<file path="src/rtl/popcount_accum.sv">
// rtl/popcount_accum.sv - per-packet set-bit accumulator with one-entry valid/ready result register
// ACC_SAT_EN defined: accumulator saturates on overflow; undefined: accumulator wraps.
module popcount_accum #(
  parameter int DATA_WIDTH = 16,
  parameter int MAX_WORDS  = 16,
  parameter int ACC_WIDTH  = 9
) (
  input  logic                           clk,
  input  logic                           resetn,
  input  logic                           s_valid,
  output logic                           s_ready,
  input  logic [DATA_WIDTH-1:0]          s_data,
  input  logic                           s_last,
  output logic                           m_valid,
  input  logic                           m_ready,
  output logic [ACC_WIDTH-1:0]           m_count,
  output logic [$clog2(MAX_WORDS+1)-1:0] m_words,
  output logic                           m_ovf
);

  localparam int PCW = $clog2(DATA_WIDTH) + 1;
  localparam int WW  = $clog2(MAX_WORDS + 1);
  // Sum must hold acc plus the widest popcount without losing the carry.
  localparam int SW  = (ACC_WIDTH + 1 > PCW) ? ACC_WIDTH + 1 : PCW + 1;

  typedef enum logic {IDLE, ACCUM} state_t;

  state_t               state_q, state_d;
  logic [ACC_WIDTH-1:0] acc;
  logic [WW-1:0]        wcnt;
  logic                 ovf_sticky;

  logic [PCW-1:0]       pc;
  logic [SW-1:0]        sum;
  logic                 ovf_word;
  logic [ACC_WIDTH-1:0] acc_next;
  logic [WW-1:0]        wcnt_inc;
  logic                 accept;
  logic                 closing;
  logic                 load;

  assign s_ready = resetn && (!m_valid || m_ready);
  assign accept  = s_valid && s_ready;

  always_comb begin
    pc = '0;
    for (int i = 0; i < DATA_WIDTH; i++) begin
      pc = pc + PCW'(s_data[i]);
    end
  end

  assign sum      = SW'(acc) + SW'(pc);
  assign ovf_word = |sum[SW-1:ACC_WIDTH];
  assign wcnt_inc = wcnt + WW'(1);
  assign closing  = s_last || (wcnt_inc == WW'(MAX_WORDS));

`ifdef ACC_SAT_EN
  assign acc_next = ovf_word ? {ACC_WIDTH{1'b1}} : sum[ACC_WIDTH-1:0];
`else
  assign acc_next = sum[ACC_WIDTH-1:0];
`endif

  always_comb begin
    state_d = state_q;
    load    = 1'b0;
    case (state_q)
      IDLE: begin
        if (accept) begin
          if (closing) load = 1'b1;
          else         state_d = ACCUM;
        end
      end
      ACCUM: begin
        if (accept && closing) begin
          load    = 1'b1;
          state_d = IDLE;
        end
      end
      default: state_d = IDLE;
    endcase
  end

  always_ff @(posedge clk) begin
    if (!resetn) begin
      state_q    <= IDLE;
      acc        <= '0;
      wcnt       <= '0;
      ovf_sticky <= 1'b0;
      m_valid    <= 1'b0;
      m_count    <= '0;
      m_words    <= '0;
      m_ovf      <= 1'b0;
    end else begin
      state_q <= state_d;
      if (m_valid && m_ready) m_valid <= 1'b0;
      if (load) begin
        m_valid    <= 1'b1;
        m_count    <= acc_next;
        m_words    <= wcnt_inc;
        m_ovf      <= ovf_sticky | ovf_word;
        acc        <= '0;
        wcnt       <= '0;
        ovf_sticky <= 1'b0;
      end else if (accept) begin
        acc        <= acc_next;
        wcnt       <= wcnt_inc;
        ovf_sticky <= ovf_sticky | ovf_word;
      end
    end
  end

endmodule

</file>
<file path="config.mk">
export PLATFORM = sky130hd
export DESIGN_NAME = popcount_accum
export DESIGN_NICKNAME = d
export VERILOG_FILES = /design/src/rtl/popcount_accum.sv
export SDC_FILE = /design/constraint.sdc
export NUM_CORES = 1
export LEC_CHECK = 0
export CAP_MARGIN = 20
export CORE_ASPECT_RATIO = 2
export CORE_MARGIN = 10
export CORE_UTILIZATION = 40
export CTS_BUF_LIST = sky130_fd_sc_hd__clkbuf_4
export DETAILED_ROUTE_END_ITERATION = 8
export SETUP_SLACK_MARGIN = 0.4
export SLEW_MARGIN = 10
export SYNTH_ARGS = -nofsm -noshare
export SYNTH_HDL_FRONTEND = slang
export SYNTH_SLANG_ARGS = --single-unit
export TNS_END_PERCENT = 100
</file>
<file path="constraint.sdc">
create_clock -name clk -period 11.5 [get_ports clk]
set_input_delay 1.15 -clock clk [delete_from_list [all_inputs] [get_ports clk]]
set_output_delay 1.15 -clock clk [all_outputs]
set_load 0.01 [all_outputs]
</file>
==> results.py <==
metrics = {
    "sta": {
        "hold_ws_ns": 0.462,
        "slew_violations": 0,
        "clock-skew-final_ns": 0.00572,
        "relSlewSlack_pct": 53.8,
        "fin_crit_sh_pct": 45.3,
        "timing.fmax_mhz": 192,
        "setup_tns_ns": 0,
        "worstMarginPinSlew_ns": 0.694,
        "setup_viol": 0,
        "rsz0062_at_grt": "no",
        "finalHoldViolCount": 0,
        "worst_slack_ns": 6.29,
        "fin_crit_ns": 5.21,
    },
    "floorplan": {
        "core_area_um2": 4640,
        "start_util_pct": 41.6,
        "chipHeight_um": 118,
        "die_w_um": 69.1,
        "die_area_um2": 8170,
        "pin_count": 38,
        "rows": 35,
    },
    "synth": {
        "synth_edf_count": 0,
        "ys_ff_latch": 31,
        "synthTopCellsByArea": "dfxtp_1 32%, fa_1 12%, ha_1 6.5%",
        "synth_area_um2": 1930,
        "synth_most_common_cell": "dfxtp_1",
        "postSynthAreaPerCell_um2": 8.98,
        "mappedNetlistNets": 258,
        "synth-async-reset-ratio_pct": 0,
        "synthFlopType": "dfxtp_1",
        "netlist-cell-type-count": 42,
        "netlist.area_leader.share_pct": 32.1,
        "synth_common_cells": "31 x dfxtp_1, 27 x inv_1, 25 x nand2_1",
        "yosys.area.top_type": "dfxtp_1",
        "ys_seq_area_share_pct": 32.1,
        "yosys_warnings": 0,
        "synthCells": 215,
    },
    "critical_path": {
        "cp.arrival_ns": 5.47,
        "path_class": "primary input to flip-flop",
        "endpoint_kind": "flip-flop",
        "worstPathRequired_ns": 11.76,
        "r2r_cells": 11,
        "crit_fanout": 4,
        "startpoint_type": "primary input",
    },
    "clock_network": {
        "cts_sinks": 31,
        "post_cts_buffers": 0,
        "ctsResizeCount": 0,
        "cts_buffers": 5,
        "cts_tree": "built",
        "clk_latency_ns": 0.34,
        "htreeDepth": 2,
        "path_clk_slew_ns": 0.10,
        "cts_max_path_buffers": 2,
        "cts-root-buf": "clkbuf_4",
        "ctsHoldBuffers": 0,
    },
    "global_route": {
        "grt_pass1_wl_um": 7740,
        "grt_usage_pct": 11.5,
        "grt_overflow": 0,
        "grt_pass1_vias": 1606,
        "grt_max_degree": 25,
        "antenna_found_initial": 0,
    },
    "final_layout": {
        "antenna_cells": 0,
        "drive_gt1_share_pct": 8.00,
        "fillCellCount": 485,
        "nets": 292,
        "syn_to_final_growth_pct": 22.7,
        "fin_area_um2": 2370,
    },
    "route": {
        "routed_wl_um": 4500,
        "num_vias": 1501,
        "antenna_left": 0,
        "vias_per_cell": 4.92,
        "first_pass_iters": 4,
        "drc": 0,
        "wire_per_inst_um": 14.8,
        "drt_iter0_markers": 81,
    },
    "min_path": {
        "hold_class": "flip-flop to flip-flop",
        "hold-path-cell-count": 2,
    },
    "place": {
        "place_area_um2": 2320,
        "io_buffers": 37,
        "post-place-ws_ns": 5.94,
        "place.gp.congestion": 0.779,
        "dp_hpwl_um": 3660,
    },
    "power": {
        "power.total_uw": 356,
        "p_leak_uw": 0.000950,
        "p_per_area_nw_per_um2": 150,
        "ir_drop_v": 0.000113,
    },
    "run_status": {
        "outcome": "complete, no violations",
    },
    "job": {
        "drv_cap": 0,
    },
}
## cells in the final DEF (no fill, tap or decap), types with 8 or more instances in the layout
master,Yosys,routed
fa_1,12,12
ha_1,10,10
o21ai_0,10,10
nand2_1,25,25
clkdlybuf4s50_1,0,37
a21oi_1,10,10
dfxtp_1,31,31
nor2_1,16,16
mux2i_1,8,8
xor2_1,8,8
inv_1,27,27
## registers in the layout, indices dropped and copies added (netlist names)
register,flops
wcnt,5
acc,9
m_count,9
ovf_sticky,1
m_words,5
m_valid,1
m_ovf,1
## report_power, final
group          total [µW]  switching [µW]  internal (µW)  leakage [µW]
Clock                61.9            39.2           22.7     0.0000347
Combinational         169            89.2           79.6      0.000664
Sequential            126            6.88            119      0.000252
## cell families (layout without fill, tap and decap cells)
kind of cell    count (synthesis)  in the layout  share of synthesized area [%]
buf+inv                        39             74                           8.75
simple gates                   62             62                           14.6
compound gates                 40             40                           15.5
mux                             8              8                           4.15
fa+ha+maj                      22             22                           18.9
xor+xnor                       13             13                           5.90
flops                          31             31                           32.1
## worst max-delay path, stage by stage
cell and delay, ns:
clkdlybuf4s50_1 0.45, inv_1 0.05, fa_1 0.56, fa_1 0.44
fa_1 0.54, fa_1 0.42, fa_1 0.42, fa_1 0.42
nor2b_1 0.16, o31a_1 0.20, o21ai_0 0.15, or3_1 0.38
a21oi_1 0.14
## path summary, 6_finish.rpt
| kind | slack, ns | start | end |
|---|---|---|---|
| setup / recovery | 6.29 | s_data[5] | acc[8]$_SDFFE_PP0P_ |
| setup reg to reg | 7.70 | acc[0]$_SDFFE_PP0P_ | acc[8]$_SDFFE_PP0P_ |
| hold reg to reg | 0.46 | m_count[3]$_SDFFE_PN0P_ | m_count[3]$_SDFFE_PN0P_ |
| hold / removal | 0.46 | m_count[3]$_SDFFE_PN0P_ | m_count[3]$_SDFFE_PN0P_ |
## stage by stage
stage               util (%)  cells
finish                  51.1    305
global route            51.1    305
CTS                     51.1    305
detailed placement      49.9    297
global placement        49.9    297
floorplan                  -    215
## cell type report
cell class	count	area (µm²)	area share, %
repair buffers	39	385	16.3
clock inverters	3	15.0	0.634
clock buffers	5	37.5	1.58
well taps	55	68.8	2.90
inverters	27	101	4.28
multi-input cells	145	1140	48.2
flip-flops and latches	31	621	26.2
## routing by layer
metal | vias up | routed length [µm] | GRT usage, %
li1 | 767 | - | -
met1 | 701 | 1590 | 10.3
met2 | 27 | 2680 | 22.9
met3 | 6 | 145 | 2.76
met4 | 0 | 86 | 4.94
met5 | - | 0 | 0
Note: power is estimated with default switching activity, not from simulation.
